File: src/rtl/serv_wb_byte_bridge.sv
`default_nettype none
// ============================================================================
// Module   : serv_wb_byte_bridge
// Purpose  : SERV Wishbone data-bus slave that serialises each word access
//            into byte accesses on a 1-cycle-latency byte SRAM.
//            Optional macro SERV_BYTE_BRIDGE_SKIP_EN skips unselected lanes.
// Revision : 1.0 - initial release
// ============================================================================
module serv_wb_byte_bridge #(
  parameter int AW = 10
) (
  input  logic          i_clk,
  input  logic          i_rst,
  input  logic [31:0]   i_wb_adr,
  input  logic [31:0]   i_wb_dat,
  input  logic [3:0]    i_wb_sel,
  input  logic          i_wb_we,
  input  logic          i_wb_cyc,
  output logic [31:0]   o_wb_rdt,
  output logic          o_wb_ack,
  output logic [AW-1:0] o_mem_adr,
  output logic [7:0]    o_mem_wdat,
  output logic          o_mem_we,
  output logic          o_mem_en,
  input  logic [7:0]    i_mem_rdt
);

  localparam logic [1:0] S_IDLE = 2'd0;
  localparam logic [1:0] S_XFER = 2'd1;
  localparam logic [1:0] S_CAPT = 2'd2;
  localparam logic [1:0] S_ACK  = 2'd3;

  logic [1:0]    state_q, state_d;
  logic [1:0]    cnt_q, cnt_d;
  logic [AW-3:0] adr_q;
  logic [31:0]   dat_q;
  logic [3:0]    sel_q;
  logic          we_q;
  logic [1:0]    lane_dly_q;
  logic          rd_vld_q;
  logic [31:0]   rdt_q;

  // Lane index 4 (bit 2 set) means "no lane left", i.e. head for CAPT.
  logic [2:0]    w_start_lane;
  logic [2:0]    w_next_lane;
  logic          w_mem_en;
  logic          w_unused;

`ifdef SERV_BYTE_BRIDGE_SKIP_EN
  function automatic logic [2:0] first_lane(input logic [3:0] sel, input logic [2:0] from);
    logic [2:0] lane;
    lane = 3'd4;
    for (int i = 3; i >= 0; i--) begin
      if (sel[i] && (3'(i) >= from)) lane = 3'(i);
    end
    return lane;
  endfunction

  assign w_start_lane = first_lane(i_wb_sel, 3'd0);
  assign w_next_lane  = first_lane(sel_q, {1'b0, cnt_q} + 3'd1);
`else
  assign w_start_lane = 3'd0;
  assign w_next_lane  = {1'b0, cnt_q} + 3'd1;
`endif

  assign w_unused = ^{i_wb_adr[31:AW], i_wb_adr[1:0]};

  always_comb begin
    state_d = state_q;
    cnt_d   = cnt_q;
    case (state_q)
      S_IDLE: begin
        if (i_wb_cyc) begin
          if (w_start_lane[2]) begin
            state_d = S_CAPT;
          end else begin
            state_d = S_XFER;
            cnt_d   = w_start_lane[1:0];
          end
        end
      end
      S_XFER: begin
        if (w_next_lane[2]) state_d = S_CAPT;
        else                cnt_d   = w_next_lane[1:0];
      end
      S_CAPT:  state_d = S_ACK;
      default: state_d = S_IDLE;
    endcase
  end

  assign w_mem_en = (state_q == S_XFER) & sel_q[cnt_q];

  always_ff @(posedge i_clk) begin
    if (i_rst) begin
      state_q    <= S_IDLE;
      cnt_q      <= 2'd0;
      adr_q      <= '0;
      dat_q      <= 32'd0;
      sel_q      <= 4'd0;
      we_q       <= 1'b0;
      lane_dly_q <= 2'd0;
      rd_vld_q   <= 1'b0;
      rdt_q      <= 32'd0;
    end else begin
      state_q    <= state_d;
      cnt_q      <= cnt_d;
      lane_dly_q <= cnt_q;
      rd_vld_q   <= w_mem_en & ~we_q;
      if (state_q == S_IDLE && i_wb_cyc) begin
        adr_q <= i_wb_adr[AW-1:2];
        dat_q <= i_wb_dat;
        sel_q <= i_wb_sel;
        we_q  <= i_wb_we;
        rdt_q <= 32'd0;
      end else if (rd_vld_q) begin
        rdt_q[{lane_dly_q, 3'b000} +: 8] <= i_mem_rdt;
      end
    end
  end

  assign o_wb_rdt   = rdt_q;
  assign o_wb_ack   = (state_q == S_ACK);
  assign o_mem_adr  = {adr_q, cnt_q};
  assign o_mem_wdat = dat_q[{cnt_q, 3'b000} +: 8];
  assign o_mem_we   = w_mem_en & we_q;
  assign o_mem_en   = w_mem_en;

endmodule
`default_nettype wire

File: config.mk
export PLATFORM = sky130hd
export DESIGN_NAME = serv_wb_byte_bridge
export DESIGN_NICKNAME = d
export VERILOG_FILES = /design/src/rtl/serv_wb_byte_bridge.sv
export SDC_FILE = /design/constraint.sdc
export NUM_CORES = 1
export LEC_CHECK = 0
export BUFFER_PORTS_ARGS = -buffer_cell sky130_fd_sc_hd__buf_2
export CAP_MARGIN = 25
export CORE_ASPECT_RATIO = 1.75
export CORE_UTILIZATION = 45
export DETAILED_ROUTE_END_ITERATION = 16
export GPL_ROUTABILITY_DRIVEN = 0
export HOLD_SLACK_MARGIN = 0.02
export MAX_ROUTING_LAYER = met4
export PLACE_DENSITY = 0.8
export SLEW_MARGIN = 10
export SYNTH_ARGS = -nofsm -noshare
export SYNTH_HDL_FRONTEND = slang
export SYNTH_SLANG_ARGS = --single-unit
File: constraint.sdc
create_clock -name i_clk -period 5 [get_ports i_clk]
set_input_delay 0 -clock i_clk [delete_from_list [all_inputs] [get_ports i_clk]]
set_output_delay 0 -clock i_clk [all_outputs]
set_load 0.01 [all_outputs]
=== Word-level counts from Yosys, hierarchy flattened ===
Cells that the tools add are included.

* Flip-flop bits (word level): 84
* Input port bits: 80
* Output and inout bits: 53
* Word-level logic and storage cells: 40

* Add/sub/neg operators: 2
* Order comparisons: 1
* Eq/ne operators: 6
* Shifts and indexed selects: 3
* Muxes and demuxes: 9
* Bitwise gates (word level): 4
* Reduce and logical (&&, ||, !) cells: 6

{| class="wikitable"
|+ Operators by type and width
! kind !! count
|-
| bitwise mux 32 bit || 1
|-
| variable shift 8 x 7 -> 32 bit (first input constant) || 1
|-
| indexed part select 32 x 6 -> 8 bit || 1
|-
| indexed part select 8 x 7 -> 32 bit || 1
|-
| 2-to-1 mux 2 bit || 4
|-
| negator 5 -> 7 bit || 1
|-
| inequality test 2 bit (second input constant) || 3
|-
| case mux 2 bit (3 select lines) || 1
|-
| == test 2 bit (second input constant) || 2
|-
| case mux 2 bit (2 select lines) || 1
|-
| adder 2 x 1 -> 3 bit (second input constant) || 1
|-
| bitwise AND 1 bit || 3
|-
| less-than comparator 2 x 3 -> 1 bit (second input constant) || 1
|-
| AND reduction 3 bit || 1
|-
| binary-select mux 1 bit (select 2 bit) || 1
|-
| == test 2 x 1 -> 1 bit (second input constant) || 1
|-
| logical NOT 2 bit || 1
|-
| AND reduction 2 bit || 1
|-
| nonzero test 2 bit || 1
|-
| OR reduction 2 bit || 1
|-
| logical AND 1 bit || 1
|-
| 2-to-1 mux 1 bit || 1
|-
| NOT 1 bit || 1
|}

=== Longest topological paths before layout ===
Gate-level depths: netlist (run 1).

* Depth after elaboration: 4
* Gate-level depth with buffers: 7
* Gate-level depth less buffers: 5

=== Worst setup path after synthesis (run 1) ===
Ideal clock, no wire load.

* Kind: register to register
* From: register lane_dly_q[0]
* To: register rdt_q[16] (netlist: o_wb_rdt[16])
* Setup time: 0.076 ns
* Arrival: 1.501 ns
* Required time: 4.924 ns
* Setup slack: 3.423 ns
* Cell stages (with the launch flop): 7
* Path buffers: 1
* Clock period less this slack: 1.577 ns
* Path through: dfxtp_1 inv_1 ha_1 and2_1 buf_2 nand4_1 o21ai_0

* Longest elaborated chain between the ends: 3
* Elaborated cells on any way between the ends: 4
* Those cells by class: add/sub (1); shift (2); mux (1)

{| class="wikitable"
|+ Ends and longest elaborated chain
! what !! line !! RTL
|-
| start, declared || 39 || <nowiki>logic [1:0] lane_dly_q;</nowiki>
|-
| start signal, assigned || 107 || <nowiki>lane_dly_q <= cnt_q;</nowiki>
|-
| negator 5 -> 7 bit * || 116 || <nowiki>rdt_q[{lane_dly_q, 3'b000} +: 8] <= i_mem_rdt;</nowiki>
|-
| indexed part select 8 x 7 -> 32 bit / variable shift 8 x 7 -> 32 bit (equally long branches) || 116 ||
|-
| bitwise mux 32 bit * || 116 ||
|-
| end signal, assigned by index || 116 ||
|-
| end, declared || 41 || <nowiki>logic [31:0] rdt_q;</nowiki>
|}

Every way passes the cells marked *; elsewhere a longest branch is shown, timed or not.
A chain may end at the register's enable or synchronous reset.

=== Final worst setup path (run 1) ===
* From: register state_q[1]
* To: register rdt_q[8] (netlist: o_wb_rdt[8])

* Longest elaborated chain between the ends: 3

{| class="wikitable"
|+ Ends and longest elaborated chain
! what !! line !! RTL
|-
| start, declared || 33 || <nowiki>logic [1:0] state_q, state_d;</nowiki>
|-
| start signal, assigned || 105 || <nowiki>state_q <= state_d;</nowiki>
|-
| logical NOT 2 bit || 109 || <nowiki>if (state_q == S_IDLE && i_wb_cyc) begin</nowiki>
|-
| logical AND 1 bit || 109 ||
|-
| OR reduction 2 bit (no line) || -- ||
|}

No other way between the ends.

==> impl_metrics.toml, run 1 <==
[synth]
postSynthAreaPerCell_um2 = 8.46
synth_seq_cells = 84
yosysWarnings = 0
synthCells = 407
mappedNetlistArea_mm2 = 0.00344
synth-seq-area-share_pct = 48.8
postSynthNetCount = 498
ys_types = 28

[cells_and_area]
mostFrequentLayoutCell = "nand2_1"
design_area_mm2 = 0.00484
area_delta_synth_final_pct = 40.6
most-common-layout-cells = "nand2_1 (126), buf_2 (108), dfxtp_1 (84), a21oi_1 (72), dlygate4sd3_1 (53)"
finish.utilization_pct = 66.5
fraction_of_layout_cells_with_a_size_suffix_above_1_pct = 24.7
fill_cells = 546
n_antenna_cell = 0
finalNetCount = 645

[setup_path]
cp_data_required_time_ps = 5250
sort_of_element_at_the_end_of_the_critical_path = "register"
crit_fanout = 46
timing.critical_path.from_type = "register"
cp_data_arrival_time_ps = 2750
timing_worst_setup_path_type = "reg -> reg"

[sta]
fin_worst_hold_slack_ps = 158
layout_min_cycle_time_ps = 2510
skew_ps = 5.13
timing.final.hold_violations = 0
final.setup.tns_ps = 0
timing.max_slew.rel_slack_pct = 34.3
setup_viol = 0
max_clock_freq_ghz = 0.399
rsz0062_at_grt = "false"
final.period_utilization_pct = 50.2
timing_max_transition_violations_final = 0
worstMarginPinSlew_ps = 985

[floorplanning]
floorplan.die.width_um = 68.1
floorplan.initialDensity_pct = 47.3
floorplan.io_pins = 133
die_h_um = 118
core-area_mm2 = 0.00728
floorplan.rows = 41
die_area_mm2 = 0.00802

[place]
dpl_cell_area_mm2 = 0.00399
number_of_port_buffers = 108
place_hpwl_um = 5670

[route]
ant_nets = 0
drt_first_iter_violations = 211
drt_wl_total_um = 9830
detail_route.wl_per_cell_um = 15.2
drtPass1Iterations = 4
post_drt_via_cell_ratio = 5.40
drc_errors = 0
via_count = 3483

[clock_tree]
clock_tree.root_cell = "clkbuf_16"
cts_inserted_buffers = 9
cts_buffer_depth = 2
cts_tree = "yes"
clkLatencyLatePin_ps = 330
worst_setup_hold_path_clk_slew_ps = 60
cts_post_setup_buffers_inserted = 0
htree_num_levels = 3
clock_sinks = 84

[global_route]
grt_start_max_net_pins = 56
first_global_vias = 3521
groute.usage.overall_pct = 26.9
grt_pass1_wl_um = 15800
grt_overflow_total = 0
initial_antenna_violation_count = 0

[status]
run_status = "completed"

[worst_hold_path]
min-delay-path-class = "in -> reg"

[run]
cap_violations = 0

[power_and_ir_drop]
totalPowerFinal_uw = 2020
power.leakage_uw = 0.00204
vdd_ir_drop_max_mv = 0.259
cell_pwr_density_mw_per_mm2 = 417
[synthesized netlist by cell type]
| library cell | instances | area (µm²) |
|---|---|---|
| a21oi_2 | 1 | 8.76 |
| nor2_1 | 7 | 26.3 |
| a21oi_1 | 72 | 360 |
| o21ai_0 | 10 | 50.1 |
| and2_1 | 4 | 25.0 |
| o32ai_1 | 2 | 17.5 |
| nand4b_1 | 8 | 70.1 |
| mux4_2 | 9 | 203 |
| or4_1 | 1 | 7.51 |
| nand2b_1 | 3 | 18.8 |
| a22oi_1 | 1 | 7.51 |
| nor3b_2 | 2 | 25.0 |
| nor2b_1 | 3 | 18.8 |
| nand2_2 | 1 | 6.26 |
| and2_0 | 2 | 12.5 |
| buf_2 | 11 | 55.1 |
| dfxtp_1 | 84 | 1680 |
| buf_4 | 1 | 7.51 |
| and3_1 | 1 | 6.26 |
| inv_1 | 6 | 22.5 |
| clkbuf_1 | 13 | 48.8 |
| nand2_1 | 126 | 473 |
| buf_1 | 1 | 3.75 |
| nand3_1 | 16 | 80.1 |
| nor3b_1 | 1 | 7.51 |
| ha_1 | 11 | 138 |
| nand4_1 | 9 | 56.3 |
| nand3b_1 | 1 | 7.51 |
[worst paths after layout]
path                                     end  depth (start not counted)          from  slack [ps]
worst max register to register   o_wb_rdt[8]                          5    state_q[1]        2490
worst min-delay path              state_q[1]                          4      i_wb_cyc         160
worst max-delay path             o_wb_rdt[8]                          5    state_q[1]        2490
worst min register to register  o_wb_rdt[14]                          2  o_wb_rdt[14]         450
[cell families (layout without fill, tap and decap cells)]
group	count (synthesis)	after routing	synth area share (%)
mux	9	9	5.88
simple gates	185	185	24.4
flops	84	84	48.8
compound gates	86	86	12.9
fa+ha+maj	11	11	4.00
buf+inv	32	184	4.00
[through the flow]
step	worst slack (ps)	instances
floorplan	3420	407
global placement	2580	576
detailed placement	2480	576
CTS	2440	645
global route	2190	645
finish	2490	645
[layer usage]
layer	up-vias	GRT usage, %	share of wire [%]
met1	1616	27.5	37
met2	144	45.1	54
met3	43	5.62	4.9
met5	-	-	0
li1	1680	-	-
met4	0	15.6	4.7
[worst max-delay path, stage by stage, from the launching register on]
cell and delay (ps):
dfxtp_1 400, inv_1 100, ha_1 280, nand2_2 640, nand2b_1 670, a21oi_1 300
[registers in the layout, summed over array words and instances (netlist names)]
register / count
cnt_q: 2
adr_q: 8
o_wb_rdt: 32
sel_q: 4
we_q: 1
rd_vld_q: 1
lane_dly_q: 2
dat_q: 32
state_q: 2
[power breakdown]
group	total, µW	internal [µW]	switching (µW)
registers	808	746	61.5
logic	498	200	298
clock network	712	451	262
total	2020	1400	622
[cell type report]
cell class                      count  area [µm²]  share of cell area [%]
Timing Repair Buffer              162        1080                    22.3
Multi-Input combinational cell    291        1630                    33.6
Inverter                            6        22.5                   0.465
Clock buffer                       10         239                    4.94
Tap cell                           86         108                    2.22
Clock inverter                      6        87.6                    1.81
Sequential cell                    84        1680                    34.7
[timing repair]
action,in CTS,in global routing
resized for setup,0,0
hold buffers,53,0
hold endpoints to repair,77,0
setup endpoints to repair,0,0
Power figures use the tool's default switching activity.
==> run 2, diff against run 1 <==
--- a/config.mk
+++ b/config.mk
@@ -8,12 +8,12 @@
 export BUFFER_PORTS_ARGS = -buffer_cell sky130_fd_sc_hd__buf_2
 export CAP_MARGIN = 25
 export CORE_ASPECT_RATIO = 1.75
-export CORE_UTILIZATION = 45
+export CORE_UTILIZATION = 44
 export DETAILED_ROUTE_END_ITERATION = 16
 export GPL_ROUTABILITY_DRIVEN = 0
 export HOLD_SLACK_MARGIN = 0.02
 export MAX_ROUTING_LAYER = met4
-export PLACE_DENSITY = 0.8
+export PLACE_DENSITY = 0.81
 export SLEW_MARGIN = 10
 export SYNTH_ARGS = -nofsm -noshare
 export SYNTH_HDL_FRONTEND = slang
==> constraint.sdc (replaced) <==
create_clock -name i_clk -period 2 [get_ports i_clk]
set_input_delay 0 -clock i_clk [delete_from_list [all_inputs] [get_ports i_clk]]
set_output_delay 0 -clock i_clk [all_outputs]
set_load 0.01 [all_outputs]
==> run 2 against run 1 <==
  * First-iteration DRC count is 24% lower
  * Design area is 3.2% higher
  * Final cell count is 2.5% higher
  * Clock power is 150% higher
  * Fmax is 30% higher
  * Global-route usage is 0.87 points lower
  * Via count is 1.3% higher
==> impl_metrics.toml, run 2 (synthesized netlist as in run 1, its figures left out) <==
[clock_tree]
cts_tree = "yes"
clock_sinks = 84
cts_buffer_depth = 2
clock_tree.root_cell = "clkbuf_16"
cts_inserted_buffers = 9
clkLatencyLatePin_ps = 340
htree_num_levels = 3
cts_post_setup_buffers_inserted = 0
worst_setup_hold_path_clk_slew_ps = 60

[power_and_ir_drop]
power.leakage_uw = 0.00211
cell_pwr_density_mw_per_mm2 = 1040
cellInternalPower_uw = 3600
clock_power_share_pct = 33.9
power.share.combinational_pct = 27.8
switching_share_pct = 30.8
switchingPower_uw = 1600
totalPowerFinal_uw = 5200
p_seq_share_pct = 38.3
vdd_ir_drop_max_mv = 0.809

[global_route]
grt_pass1_wl_um = 15400
grt_overflow_total = 0
initial_antenna_violation_count = 0
groute.usage.overall_pct = 26.0
grt_start_max_net_pins = 46
first_global_vias = 3444

[route]
drc_errors = 0
post_drt_via_cell_ratio = 5.34
ant_nets = 0
via_count = 3528
detail_route.wl_per_cell_um = 15.5
drtPass1Iterations = 5
drt_first_iter_violations = 161
drt_wl_total_um = 10200

[floorplanning]
die_area_mm2 = 0.00820
floorplan.io_pins = 133
floorplan.die.width_um = 68.9
core-area_mm2 = 0.00757
floorplan.initialDensity_pct = 45.5
floorplan.rows = 42
die_h_um = 119

[sta]
max_clock_freq_ghz = 0.518
skew_ps = 5.14
final.setup.tns_ps = 0
setup_viol = 0
final.period_utilization_pct = 96.6
timing.final.hold_violations = 0
rsz0062_at_grt = "false"
timing_max_transition_violations_final = 0
worstMarginPinSlew_ps = 465
layout_min_cycle_time_ps = 1930
timing.max_slew.rel_slack_pct = 68.9

[cells_and_area]
n_antenna_cell = 0
seq_area_mm2 = 0.00168
stdcell_count = 661
multiInputGateArea_mm2 = 0.00164
finalNetCount = 659
most-common-layout-cells = "nand2_1 (126), buf_2 (108), dfxtp_1 (84), a21oi_1 (72), dlygate4sd3_1 (56)"
fill_cells = 579
mostFrequentLayoutCell = "nand2_1"
fraction_of_layout_cells_with_a_size_suffix_above_1_pct = 26.2
area_delta_synth_final_pct = 45.1

[status]
run_status = "completed"

[setup_path]
timing_worst_setup_path_type = "reg -> reg"
cp_data_arrival_time_ps = 2160
cp_data_required_time_ps = 2220
sort_of_element_at_the_end_of_the_critical_path = "register"
crit_fanout = 23
timing.critical_path.from_type = "register"

[place]
place_hpwl_um = 5960
number_of_port_buffers = 108
place_inst = 588

[worst_hold_path]
min-delay-path-class = "in -> reg"

[run]
cap_violations = 0
-- run 2: cell count changes in the layout (fill, tap and decap cells not counted), moves of 2 or more --
| cell | change |
|---|---|
| ha_1 | -2 |
| buf_4 | +8 |
| clkbuf_1 | +2 |
| dlygate4sd3_1 | +3 |
| clkinv_2 | -2 |
-- run 2: area by class of cell --
class,instances,area share (%)
Sequential cell,84,33.6
Inverter,6,0.451
Multi-Input combinational cell,291,32.8
Clock buffer,11,4.66
Tap cell,88,2.20
Timing Repair Buffer,176,24.5
Clock inverter,5,1.70
-- run 2: path summary, 6_finish.rpt --
kind                startpoint            to  slack (ps)  depth (start not counted)
setup reg to reg    state_q[0]      dat_q[4]          70                          7
setup / recovery    state_q[0]      dat_q[4]          70                          7
hold / removal        i_wb_cyc      cnt_q[1]         170                          4
hold reg to reg   o_wb_rdt[12]  o_wb_rdt[12]         450                          2
-- run 2: worst max-delay path, cell delays in order (launching register included) --
cell	delay (ps)
dfxtp_1	400
inv_1	110
ha_4	200
and2_2	210
buf_12	170
nand2_1	90
a21oi_1	70
dlygate4sd3_1	570
-- run 2: metrics by stage --
step / hold slack [ps] / instance area (µm²) / setup slack (ps) / util (%)
4_1_cts: 155 / 4950 / 23.0 / 65.5
2_1_floorplan: 136 / 3440 / 423 / -
3_5_place_dp: 247 / 4080 / 232 / 53.9
3_3_place_gp: 239 / 4080 / 313 / 53.9
6_report: 173 / 5000 / 67.8 / 66.1
5_1_grt: 214 / 5000 / 15.3 / 66.1
-- run 2: repair_timing --
item	CTS	global route
endpoints found under the setup margin	0	3
hold buffers	56	0
gates resized for setup	0	5
hold endpoints to repair	79	0
-- run 2: routing by layer --
metal | part of all wire, % | GRT usage [%] | vias to the layer above
met4 | 1.7 | 11.5 | 0
met2 | 57 | 46.5 | 125
met3 | 4.9 | 5.75 | 17
li1 | - | - | 1712
met1 | 36 | 25.4 | 1674
met5 | 0 | - | -
-- run 2: power by group through the flow --
stage	Sequential, µW	Clock, µW	Combinational, µW
final	1990	1760	1440
after global routing	2010	1840	1580
after CTS	1980	1780	1310
after detailed placement	2020	0	1210
after global placement	2010	0	1180
after floorplan	2010	0	851
==> run 3, diff against run 2 <==
--- a/config.mk
+++ b/config.mk
@@ -14,6 +14,7 @@
 export HOLD_SLACK_MARGIN = 0.02
 export MAX_ROUTING_LAYER = met4
 export PLACE_DENSITY = 0.81
+export RECOVER_POWER = 25
 export SLEW_MARGIN = 10
 export SYNTH_ARGS = -nofsm -noshare
 export SYNTH_HDL_FRONTEND = slang
==> run 3 against run 2 <==
  * Worst hold slack improved by 4.6 ps
  * Critical path depth unchanged
  * Clock-buffer cell count unchanged
  * Combinational power about the same
  * Global-route usage unchanged
  * Highest routed layer unchanged
  * Largest power group unchanged
==> impl_metrics.toml, run 3 (synthesized netlist as in run 1, its figures left out) <==
[global_route]
gr-usage-met1_pct = 25.4
use_met3_pct = 5.75
grt_pass1_wl_um = 15400
initial_antenna_violation_count = 0
first_global_vias = 3444
grt_start_max_net_pins = 46
grt_overflow_total = 0
groute.usage.overall_pct = 26.0
grt.busiest_layer = "met2"
globalRouteMet2Util_pct = 46.5

[power_and_ir_drop]
power.leakage_uw = 0.00196
cell_pwr_density_mw_per_mm2 = 1050
vdd_ir_drop_max_mv = 0.782

[place]
dpl_cell_area_mm2 = 0.00408
number_of_port_buffers = 108
place_hpwl_um = 5960

[clock_tree]
cts_buffer_depth = 2
cts_tree = "yes"
clock_sinks = 84
clock_tree.root_cell = "clkbuf_16"
worst_setup_hold_path_clk_slew_ps = 60
cts_post_setup_buffers_inserted = 0
clkLatencyLatePin_ps = 330
cts_inserted_buffers = 9
htree_num_levels = 3

[route]
drt_wl_total_um = 10200
drtPass1Iterations = 5
drt_first_iter_violations = 145
drc_errors = 0
detail_route.wl_per_cell_um = 15.4
ant_nets = 0
via_count = 3538
post_drt_via_cell_ratio = 5.35

[floorplanning]
die_area_mm2 = 0.00820
floorplan.rows = 42
floorplan.die.width_um = 68.9
core-area_mm2 = 0.00757
floorplan.io_pins = 133
die_h_um = 119
floorplan.initialDensity_pct = 45.5

[sta]
timing.final.hold_violations = 0
final.period_utilization_pct = 96.5
setup_viol = 0
worstMarginPinSlew_ps = 461
final.setup.tns_ps = 0
rsz0062_at_grt = "false"
max_clock_freq_ghz = 0.518
timing.max_slew.rel_slack_pct = 69.1
timing_max_transition_violations_final = 0
skew_ps = 4.36
layout_min_cycle_time_ps = 1930

[cells_and_area]
most-common-layout-cells = "nand2_1 (126), dfxtp_1 (84), buf_2 (75), a21oi_1 (72), dlygate4sd3_1 (56)"
finalNetCount = 659
design_area_mm2 = 0.00495
seq_area_mm2 = 0.00168
area_delta_synth_final_pct = 43.8
n_antenna_cell = 0
fill_cells = 602
multiInputGateArea_mm2 = 0.00164
mostFrequentLayoutCell = "nand2_1"
finish.utilization_pct = 65.5
fraction_of_layout_cells_with_a_size_suffix_above_1_pct = 20.2

[setup_path]
cp_data_arrival_time_ps = 2150
timing_worst_setup_path_type = "reg -> reg"
crit_fanout = 23
timing.critical_path.from_type = "register"
critical-path-max-stage-delay_ps = 570
buffering_stage_count_on_the_worst_path_with_inverters_included = 3
cp_data_required_time_ps = 2220
critical_path.top_delay_family = "buffers and inverters"
critical_path.cell_chain = "inv_1 -> ha_4 -> and2_2 -> buf_12 -> nand2_1 -> a21oi_1 -> dlygate4sd3_1"
sort_of_element_at_the_end_of_the_critical_path = "register"
cp_slowest_cell = "dlygate4sd3_1"

[worst_hold_path]
min-delay-path-class = "in -> reg"

[status]
run_status = "completed"

[run]
cap_violations = 0
[run 3: path summary, 6_finish.rpt]
path / slack, ps / from / to / cells past startpoint
hold / removal: 180 / i_wb_cyc / cnt_q[1] / 4
setup reg to reg: 70 / state_q[0] / dat_q[4] / 7
setup / recovery: 70 / state_q[0] / dat_q[4] / 7
hold reg to reg: 450 / o_wb_rdt[12] / o_wb_rdt[12] / 2
[run 3: power breakdown]
group	switching [µW]	leakage (µW)	internal (µW)
registers	129	0.000684	1870
logic	810	0.00113	625
clock network	654	0.000150	1100
[run 3: cell type report]
class / instances / area share [%]
multi-input cells: 291 / 33.1
clock inverters: 5 / 1.72
inverters: 6 / 0.455
clock buffers: 11 / 4.70
well taps: 88 / 2.22
flip-flops and latches: 84 / 33.9
repair buffers: 176 / 23.8
[run 3: routing by layer]
layer	up-vias	share of wire (%)
met4	0	1.8
met2	127	57
met3	18	4.9
met1	1681	36
li1	1712	-
met5	-	0
[run 3: worst register-to-register path, delay by kind of cell (launching register included)]
family,cells,cell delay (ps)
buffers and inverters,3,850
AND/OR/NAND/NOR,2,300
adder cells (fa/ha/maj),1,200
AO/OA/AOI/OAI,1,60
flip-flops,1,400
[run 3: what timing repair did]
item	4_1_cts	5_1_grt
hold buffers	56	0
resized for setup	0	5
endpoints found under the hold margin	79	0
setup endpoints to repair	0	3
[run 3: through the flow]
step                      instances  power (µW)  hold WS, ps  setup WS [ps]
after floorplan                 407        2860          136            423
after global placement          588        3180          239            313
after detailed placement        588        3230          247            232
after CTS                       660        5080          155           23.0
after global routing            661        5430          214           15.3
final                           661        5180          177           71.0
